File: src/rtl/vend_ctrl_multi.sv
// Multi-product vending controller: escrowed credit, programmable prices, greedy
// exact change from a coin inventory, and change/refund streamed over valid/ready.
module vend_ctrl_multi #(
   parameter int unsigned N_PRODUCTS    = 4,
   parameter int unsigned VAL_W         = 10,
   parameter int unsigned CNT_W         = 6,
   parameter int unsigned ESC_W         = 4,
   parameter int unsigned INIT_COINS    = 10,
   parameter int unsigned DEFAULT_PRICE = 10,
   parameter int unsigned MAX_CREDIT    = 400,
   localparam int unsigned PW = (N_PRODUCTS > 1) ? $clog2(N_PRODUCTS) : 1
) (
   input  logic             clock,
   input  logic             reset,
   input  logic             sel_valid,
   input  logic [PW-1:0]    sel_prod,
   input  logic             price_we,
   input  logic [PW-1:0]    price_idx,
   input  logic [VAL_W-1:0] price_data,
   input  logic             money_valid,
   input  logic [2:0]       money_code,
   output logic             money_accept,
   output logic             money_reject,
   input  logic             cancel,
   output logic             busy,
   output logic [VAL_W-1:0] credit,
   output logic             product_valid,
   output logic [PW-1:0]    product_id,
   output logic             item_valid,
   output logic [2:0]       item_code,
   input  logic             item_ready,
   output logic             vend_fail
);
   localparam int unsigned AW = ((CNT_W > ESC_W) ? CNT_W : ESC_W) + 1;
   localparam int unsigned SW = AW + 1;
   localparam int unsigned QW = (VAL_W > AW) ? VAL_W : AW;
   localparam logic [CNT_W-1:0] INV_MAX = '1;

   typedef enum logic [2:0] {S_IDLE, S_PAY, S_CALC, S_VEND, S_CHANGE, S_REFUND} state_t;

   function automatic logic [VAL_W-1:0] coin_val(input logic [2:0] code);
      case (code)
         3'd0:    return VAL_W'(1);
         3'd1:    return VAL_W'(2);
         3'd2:    return VAL_W'(5);
         3'd3:    return VAL_W'(10);
         3'd4:    return VAL_W'(20);
         3'd5:    return VAL_W'(40);
         3'd6:    return VAL_W'(100);
         default: return VAL_W'(200);
      endcase
   endfunction

   state_t state_q, state_d;
   logic [PW-1:0]    prod_q, prod_d, pid_q, pid_d;
   logic [VAL_W-1:0] credit_q, credit_d, rem_q, rem_d;
   logic [VAL_W-1:0] price_q [N_PRODUCTS];
   logic [VAL_W-1:0] price_d [N_PRODUCTS];
   logic [CNT_W-1:0] inv_q [5];
   logic [CNT_W-1:0] inv_d [5];
   logic [ESC_W-1:0] esc_q [8];
   logic [ESC_W-1:0] esc_d [8];
   logic [AW-1:0]    n_q [5];
   logic [AW-1:0]    n_d [5];
   logic [2:0]       dig_q, dig_d, ic_q, ic_d;
   logic acc_q, acc_d, rej_q, rej_d, pv_q, pv_d, vf_q, vf_d, iv_q, iv_d, busy_q, busy_d;
   logic [AW-1:0]    avail_c, nsel_c;
   logic [VAL_W-1:0] quot_c;
   logic [SW-1:0]    sum_c [5];
   logic             any_c;

   always_ff @(posedge clock) begin
      if (!reset) begin
         state_q  <= S_IDLE;
         prod_q   <= '0;
         pid_q    <= '0;
         credit_q <= '0;
         rem_q    <= '0;
         dig_q    <= '0;
         ic_q     <= '0;
         {acc_q, rej_q, pv_q, vf_q, iv_q, busy_q} <= '0;
         for (int i = 0; i < N_PRODUCTS; i++) price_q[i] <= VAL_W'(DEFAULT_PRICE);
         for (int i = 0; i < 5; i++) begin
            inv_q[i] <= CNT_W'(INIT_COINS);
            n_q[i]   <= '0;
         end
         for (int i = 0; i < 8; i++) esc_q[i] <= '0;
      end else begin
         state_q  <= state_d;
         prod_q   <= prod_d;
         pid_q    <= pid_d;
         credit_q <= credit_d;
         rem_q    <= rem_d;
         dig_q    <= dig_d;
         ic_q     <= ic_d;
         {acc_q, rej_q, pv_q, vf_q, iv_q, busy_q} <= {acc_d, rej_d, pv_d, vf_d, iv_d, busy_d};
         price_q  <= price_d;
         inv_q    <= inv_d;
         n_q      <= n_d;
         esc_q    <= esc_d;
      end
   end

   always_comb begin
      state_d  = state_q;
      prod_d   = prod_q;
      pid_d    = '0;
      credit_d = credit_q;
      rem_d    = rem_q;
      dig_d    = dig_q;
      price_d  = price_q;
      inv_d    = inv_q;
      esc_d    = esc_q;
      n_d      = n_q;
      {acc_d, rej_d, pv_d, vf_d} = '0;
      avail_c  = AW'(inv_q[dig_q]) + AW'(esc_q[dig_q]);
      quot_c   = '0;
      nsel_c   = '0;
      any_c    = 1'b0;
      iv_d     = 1'b0;
      ic_d     = '0;
      for (int i = 0; i < 5; i++) sum_c[i] = SW'(inv_q[i]) + SW'(esc_q[i]) - SW'(n_q[i]);

      case (state_q)
         S_IDLE: begin
            rej_d = money_valid;
            if (price_we && (32'(price_idx) < N_PRODUCTS)) price_d[price_idx] = price_data;
            if (sel_valid && (32'(sel_prod) < N_PRODUCTS)) begin
               prod_d  = sel_prod;
               state_d = S_PAY;
            end
         end
         S_PAY: begin
            if (cancel) begin
               rej_d   = money_valid;
               state_d = S_REFUND;
            end else if (credit_q >= price_q[prod_q]) begin
               rej_d   = money_valid;
               rem_d   = credit_q - price_q[prod_q];
               dig_d   = 3'd4;
               for (int i = 0; i < 5; i++) n_d[i] = '0;
               state_d = S_CALC;
            end else if (money_valid) begin
               if (((VAL_W+1)'(credit_q) + (VAL_W+1)'(coin_val(money_code)) > (VAL_W+1)'(MAX_CREDIT))
                   || (esc_q[money_code] == '1)) begin
                  rej_d = 1'b1;
               end else begin
                  acc_d                = 1'b1;
                  esc_d[money_code]    = esc_q[money_code] + ESC_W'(1);
                  credit_d             = credit_q + coin_val(money_code);
               end
            end
         end
         S_CALC: begin
            // Constant divisors per denomination keep this a set of fixed dividers.
            rej_d = money_valid;
            case (dig_q)
               3'd4:    quot_c = rem_q / VAL_W'(20);
               3'd3:    quot_c = rem_q / VAL_W'(10);
               3'd2:    quot_c = rem_q / VAL_W'(5);
               3'd1:    quot_c = rem_q / VAL_W'(2);
               default: quot_c = rem_q;
            endcase
            nsel_c = (QW'(quot_c) > QW'(avail_c)) ? avail_c : AW'(quot_c);
            n_d[dig_q] = nsel_c;
            rem_d = rem_q - VAL_W'(VAL_W'(nsel_c) * coin_val(dig_q));
            if (dig_q == 3'd0) begin
               if (rem_d == '0) state_d = S_VEND;
               else begin
                  vf_d    = 1'b1;
                  state_d = S_REFUND;
               end
            end else begin
               dig_d = dig_q - 3'd1;
            end
         end
         S_VEND: begin
            rej_d = money_valid;
            for (int i = 0; i < 5; i++) inv_d[i] = (sum_c[i] > SW'(INV_MAX)) ? INV_MAX : CNT_W'(sum_c[i]);
            for (int i = 0; i < 8; i++) esc_d[i] = '0;
            credit_d = '0;
            pv_d     = 1'b1;
            pid_d    = prod_q;
            state_d  = S_CHANGE;
         end
         S_CHANGE: begin
            rej_d = money_valid;
            if (iv_q && item_ready) n_d[ic_q] = n_q[ic_q] - AW'(1);
            state_d = S_IDLE;
            for (int i = 0; i < 5; i++) if (n_d[i] != '0) state_d = S_CHANGE;
         end
         S_REFUND: begin
            rej_d = money_valid;
            if (iv_q && item_ready) begin
               esc_d[ic_q] = esc_q[ic_q] - ESC_W'(1);
               credit_d    = credit_q - coin_val(ic_q);
            end
            state_d = S_IDLE;
            for (int i = 0; i < 8; i++) if (esc_d[i] != '0) state_d = S_REFUND;
         end
         default: state_d = S_IDLE;
      endcase

      // Present the highest remaining denomination; ascending scan leaves the top one.
      if (state_d == S_CHANGE) begin
         for (int i = 0; i < 5; i++) if (n_d[i] != '0) begin any_c = 1'b1; ic_d = 3'(i); end
      end else if (state_d == S_REFUND) begin
         for (int i = 0; i < 8; i++) if (esc_d[i] != '0) begin any_c = 1'b1; ic_d = 3'(i); end
      end
      iv_d   = any_c;
      busy_d = (state_d != S_IDLE);
   end

   assign money_accept  = acc_q;
   assign money_reject  = rej_q;
   assign busy          = busy_q;
   assign credit        = credit_q;
   assign product_valid = pv_q;
   assign product_id    = pid_q;
   assign item_valid    = iv_q;
   assign item_code     = ic_q;
   assign vend_fail     = vf_q;
endmodule

File: config.mk
export PLATFORM = sky130hd
export DESIGN_NAME = vend_ctrl_multi
export DESIGN_NICKNAME = d
export VERILOG_FILES = /design/src/rtl/vend_ctrl_multi.sv
export SDC_FILE = /design/constraint.sdc
export NUM_CORES = 1
export LEC_CHECK = 0
export ABC_AREA = 1
export CAP_MARGIN = 30
export CORE_ASPECT_RATIO = 1.5
export CORE_UTILIZATION = 38
export DETAILED_ROUTE_END_ITERATION = 8
export SLEW_MARGIN = 20
export SYNTH_ARGS = -nofsm -noshare
export SYNTH_HDL_FRONTEND = slang
export SYNTH_SLANG_ARGS = --single-unit
export TNS_END_PERCENT = 100
File: constraint.sdc
create_clock -name clock -period 21.2 [get_ports clock]
set_input_delay 4.24 -clock clock [delete_from_list [all_inputs] [get_ports clock]]
set_output_delay 4.24 -clock clock [all_outputs]
set_load 0.02 [all_outputs]
# Word-level counts from Yosys, hierarchy flattened

Cells that the tools add are included.

Add/sub/neg operators: 20
Multipliers: 1
Divide/modulo/power cells: 3
Magnitude comparators: 17
Equality and inequality tests: 33
Shift-type cells: 0
Muxes and demuxes: 136
Bitwise logic cells: 8
Reduce and logical (&&, ||, !) cells: 49

Operators with widths:

| cell                                                                  | count |
|---|---|
| 10-bit two-way mux                                                    | 23 |
| 32-bit two-way mux                                                    | 6 |
| 8-bit case mux with 7 select lines                                    | 3 |
| 35-bit two-way mux                                                    | 4 |
| 35-bit case mux with 3 select lines                                   | 1 |
| 3-bit two-way mux                                                     | 32 |
| 32-bit case mux with 3 select lines                                   | 1 |
| 35-bit bitwise mux                                                    | 2 |
| 7-bit nonzero test                                                    | 10 |
| 32-bit bitwise mux                                                    | 2 |
| 4-bit nonzero test                                                    | 16 |
| 6-bit by 4-bit adder with 7-bit output                                | 6 |
| 7-bit demux with 3-bit select                                         | 2 |
| 6-bit two-way mux                                                     | 7 |
| 40-bit bitwise mux                                                    | 1 |
| 8-bit by 6-bit > comparator with 1-bit output (second input constant) | 5 |
| 10-bit case mux with 4 select lines                                   | 1 |
| 7-bit by 7-bit subtractor with 8-bit output                           | 5 |
| 3-bit equality test (second input constant)                           | 13 |
| 4-bit binary-select mux with 3-bit select                             | 3 |
| 7-bit two-way mux                                                     | 5 |
| 4-bit two-way mux                                                     | 8 |
| 10-bit case mux with 3 select lines                                   | 1 |
| 10-bit subtractor                                                     | 3 |
| 45 further kinds                                                      | 107 |

Register bits after elaboration: 176
Bits in latches: 0
Memory bits (writable): 0
Bits in read-only memories: 0
Input port bits: 24
Output and inout port bits: 21
Word-level logic and storage cells: 302
Memories: 0

# Logic depth before layout (Yosys ltp)

Depth in word-level cells: 27
Depth in mapped cells: 140
Gate-level depth less buffers: 139

# Worst setup path before layout

OpenSTA, ideal clock, no wires.

Kind: register to register
Start point: reg dig_q[0]
End point: reg iv_q (netlist: item_valid)
Library setup time: 0.131 ns
Arrival: 17.945 ns
Slack: 3.124 ns
Cell stages (with the launch flop): 134
Path buffers: 1
Period minus slack after synthesis: 18.076 ns
Cell sequence: dfxtp_1 buf_2 inv_2 ha_1 inv_1 nor2_2 inv_1 ha_1 a22oi_1 ha_1 nand2_1 nand3_1 nand2_1 nand2_1 nand2_1 inv_1 ha_1 nand2_1 [... 98 more ...] ha_1 a21oi_1 nand2_1 a21oi_1 nor2_1 nor2_1 nand3b_1 nand3b_1 nand2_1 nand2_1 nand2_1 nand2_1 nand3_2 nand2_1 nand2_1 nor2_1 a21oi_1 a21oi_2

Longest elaborated chain between the ends: 16
Elaborated cells on any way between the ends: 48
Classes of those cells: add/sub: 2; mul: 1; order compare: 3; eq/ne: 8; mux: 25; bitwise: 1; reduce/logical: 8

RTL lines:

| what                                                                                                   | RTL line | source |
|---|---|---|
| start, declared                                                                                        | 65       | `logic [2:0] dig_q, dig_d, ic_q, ic_d;` |
| start signal, assigned                                                                                 | 94       | `dig_q <= dig_d;` |
| 3-bit inverter with 4-bit output (not written as such)                                                 | 116, 165 |  |
| 6-bit binary-select mux with 3-bit select or 4-bit binary-select mux with 3-bit select (tied branches) | 116      | `avail_c = AW'(inv_q[dig_q]) + AW'(esc_q[dig_q]);` |
| 6-bit two-way mux (not written as such) or 4-bit two-way mux (tied branches) (2 in a row)              | 116      |  |
| 6-bit by 4-bit adder with 7-bit output                                                                 | 116      |  |
| 10-bit by 7-bit > comparator with 1-bit output                                                         | 164      | `nsel_c = (QW'(quot_c) > QW'(avail_c)) ? avail_c : AW'(quot_c);` |
| 7-bit two-way mux                                                                                      | 164      |  |
| 7-bit by 10-bit multiplier with 10-bit output or 35-bit bitwise mux (tied branches)                    | 166, 165 |  |
| 10-bit subtractor or 35-bit case mux with 3 select lines (tied branches)                               | 166, 124 |  |
| 10-bit logical NOT or 7-bit nonzero test (tied branches)                                               | 168, 206 |  |
| 3-bit two-way mux or 1-bit two-way mux (tied branches)                                                 | 168, 206 |  |
| 3-bit two-way mux or 1-bit two-way mux (tied branches)                                                 | 167, 206 |  |
| 3-bit case mux with 6 select lines or 1-bit two-way mux (tied branches)                                | 124, 206 |  |
| 3-bit equality test or 1-bit two-way mux (tied branches)                                               | 207, 206 |  |
| 1-bit two-way mux, on equally long branches                                                            | 207, 206 |  |
| 1-bit two-way mux *                                                                                    | 205      | `if (state_d == S_CHANGE) begin` |
| end signal, assigned                                                                                   | 96       | `{acc_q, rej_q, pv_q, vf_q, iv_q, busy_q} <= {acc_d, rej_d, pv_d, vf_d, iv_d, busy_d};` |
| end, declared                                                                                          | 66       | `logic acc_q, acc_d, rej_q, rej_d, pv_q, pv_d, vf_q, vf_d, iv_q, iv_d, busy_q, busy_d;` |

Every way passes the cells marked *; elsewhere a longest branch is shown, timed or not. The select of a mux whose other input is x is not followed.
A chain may end at the register's enable or synchronous reset.

# Worst setup path in the final report

Same ends and word-level chain as after synthesis.

==> results by group <==
Synthesis
  • Gate Count Post-Synth: around 2800
  • Cell variety after synth: 65
  • Syn Nets: 3040
  • FF+latch count, synth: 176
  • Number of synthesized flops with an enable pin: 0
  • FFs w/ async S/R, synth: 0%
  • Seq/Total Area, Yosys: 19.5%
  • Syn_area_per_cell: 6.45 um2
  • Warnings, synthesis: 0
  • Synthesized cell area: 18100 um2
  • Ys flop type: dfxtp_1

Worst hold path
  • Worst hold path type: reg2reg
  • Worst hold start: price_q[23]$_SDFFE_PN1P_
  • Worst Hold Path Cells: 2
  • Worst Hold Path EP: price_q[23]$_SDFFE_PN1P_

GRT
  • Pin count of the biggest net entering global routing: 63
  • First-pass GRT wire length: 110000 um
  • Initial antenna violation count: 0
  • Total GRT Usage: 29.6%
  • Total grt overflow: 0
  • Vias in the first global route: 19100

Worst setup path
  • R2r startpoint: dig_q[0]$_SDFFE_PN0P_
  • Reg2reg setup slack: 1.91 ns
  • Critical Path RT: 21.52 ns
  • Crit-path max FO: 11
  • Crit path launch: dig_q[0]$_SDFFE_PN0P_
  • Max stage delay on crit path: 0.59 ns
  • Critical Path Slowest Stage Cell: fa_1
  • Worst setup SP type: register
  • CP arrival: between 15 and 20 ns
  • Worst Setup Path Type: reg2reg
  • Most used cell along the critical path: nand2_1
  • CP Capture Type: register
  • Reg-to-reg endpoint: item_valid$_SDFF_PN0_
  • R2r worst-path depth: 131

Final layout
  • Final nets: 3054
  • # fillers: between 5000 and 6000
  • Share of layout cells above drive strength 1: 6.74%
  • Design Area, Final: 20000 um2
  • Synthesis-to-layout area growth: 10.4%
  • Most common cell after layout, fill and taps aside: nand2_1
  • Most frequent cells in the layout: nand2_1, inv_1, nor2_1, o21ai_0, a21oi_1
  • Antenna cells: 0

Floorplan
  • Initial Util: 38.6%
  • Number of cell rows: 97
  • Total core area: 46800 um2
  • Die Area: 48500 um2
  • Die height: 269 um
  • Die Wd: 180 um
  • I/O pins: 45

Detailed routing
  • Via count: 19600
  • Post-route ant nets: 0
  • Vias per cell: 5.71
  • Routed WL: ~72000 um
  • Drt pass-1 iters: 8
  • Drt wl/cell: between 20 and 25 um
  • Drt drc: 0
  • DRT iter0 DRCs: between 1500 and 2000

CTS
  • CTS tree: built
  • Clk sinks: 176
  • CTS Buf Count: 17
  • Root Driver: clkbuf_16
  • CTS HTree Levels: 4
  • CTS clk-pin slew, worst paths: 0.09 ns
  • Clock Latency Late Sink: 0.47 ns
  • CTS hold repair buffers: 0
  • Max Root-Sink Buffers: 2

Timing
  • Worst slew margin: about 29%
  • Setup violations, final: 0
  • Setup TNS Final: 0 ns
  • Worst-margin pin slew: roughly 1.1 ns
  • Clk_skew: 0.0158 ns
  • Fmax: 51.9 MHz
  • Final Hold Viols: 0
  • Final min period: 19.29 ns
  • Fin crit share: between 90% and 100%
  • Slew Viols, Final: 0
  • Hold_ws: 0.470 ns

Flow run
  • Max Cap Viol: 0

Placement
  • GPL Wtd Cong: 1.08
  • DP Area: 19100 um2
  • IO Port Bufs: 44
  • DP HPWL: 56300 um

Status
  • Status: completed
-- per-stage QoR --
step	instances	worst slack, ns	utilization [%]
3_5_place_dp	3377	0.559	40.8
3_3_place_gp	3376	1.21	40.7
5_1_grt	3426	-0.111	42.6
4_1_cts	3409	0.422	42.1
6_report	3426	1.91	42.6
2_1_floorplan	2805	3.12	-
-- cell type report --
| class | count | area, um2 | share of cell area (%) |
|---|---|---|---|
| Clock buffer | 17 | 425 | 2.13 |
| Clock inverter | 15 | 176 | 0.884 |
| Inverter | 442 | 1680 | 8.44 |
| Multi-Input combinational cell | 2100 | 12700 | 63.5 |
| Sequential cell | 176 | 3520 | 17.7 |
| Tap cell | 594 | 743 | 3.72 |
| Timing Repair Buffer | 82 | 741 | 3.71 |
-- synth_stat cells, types with 20 or more instances --
| cell type | number | area, um2 |
|---|---|---|
| xnor2_1 | 26 | 228 |
| nand4_1 | 28 | 175 |
| a31oi_1 | 29 | 181 |
| or2_2 | 20 | 125 |
| ha_1 | 158 | 1980 |
| inv_1 | 413 | 1550 |
| o221ai_1 | 25 | 219 |
| nor2_1 | 350 | 1310 |
| nand3b_1 | 20 | 150 |
| xor2_1 | 50 | 438 |
| o21ai_0 | 226 | 1130 |
| fa_1 | 53 | 1060 |
| clkbuf_1 | 80 | 300 |
| nand2_1 | 529 | 1990 |
| a21oi_1 | 204 | 1020 |
| o22ai_1 | 43 | 269 |
| nand3_1 | 133 | 666 |
| dfxtp_1 | 176 | 3520 |
-- critical path, delay by kind of cell, from the launching register on --
kind | cells | cell delay, ns
compound gates | 34 | 5.02
fa+ha+maj | 17 | 5.77
buf+inv | 20 | 1.77
flops | 1 | 0.34
simple gates | 60 | 6.18
-- how the worst max path moves through the flow --
stage,endpoint,slack [ns]
global route,item_valid$_SDFF_PN0_,-0.11
detailed placement,item_valid$_SDFF_PN0_,0.56
CTS,item_valid$_SDFF_PN0_,0.42
global placement,item_valid$_SDFF_PN0_,1.21
finish,item_valid$_SDFF_PN0_,1.91
floorplan,item_valid$_SDFF_PN0_,3.12
-- cell families after synthesis --
group | share of synthesized area [%]
and+or+nand+nor | 27.9
AOI/OAI and AO/OA | 21.0
buffers and inverters | 11.1
adders and majority gates | 16.8
DFF | 19.5
xor gates and xnor gates | 3.77
-- layer usage --
| metal | wire length, um | up-vias | track usage (%) | share of wire, % |
|---|---|---|---|---|
| met5 | 0 | - | 0 | 0 |
| met3 | 3600 | 296 | 3.62 | 5.0 |
| met4 | 6380 | 0 | 22.7 | 8.8 |
| li1 | - | 9311 | - | - |
| met1 | 26100 | 9221 | 30.5 | 36 |
| met2 | 36300 | 747 | 54.5 | 50 |
-- state kept, by name, summed over array words and instances (netlist names) --
register / cells
vend_fail: 1
rem_q: 10
credit: 10
item_code: 3
product_id: 2
money_accept: 1
product_valid: 1
prod_q: 2
busy: 1
n_q: 35
esc_q: 32
money_reject: 1
dig_q: 3
inv_q: 30
price_q: 40
item_valid: 1
state_q: 3
-- repair_timing --
| item | in CTS | in global routing |
|---|---|---|
| setup endpoints to repair | 0 | 14 |
| setup buffers | 0 | 16 |
| endpoints found under the hold margin | 0 | 0 |
| resized for setup | 0 | 42 |
Power is not shown: default switching activity piles up to over one toggle a cycle in this logic, so the estimate is an artifact.
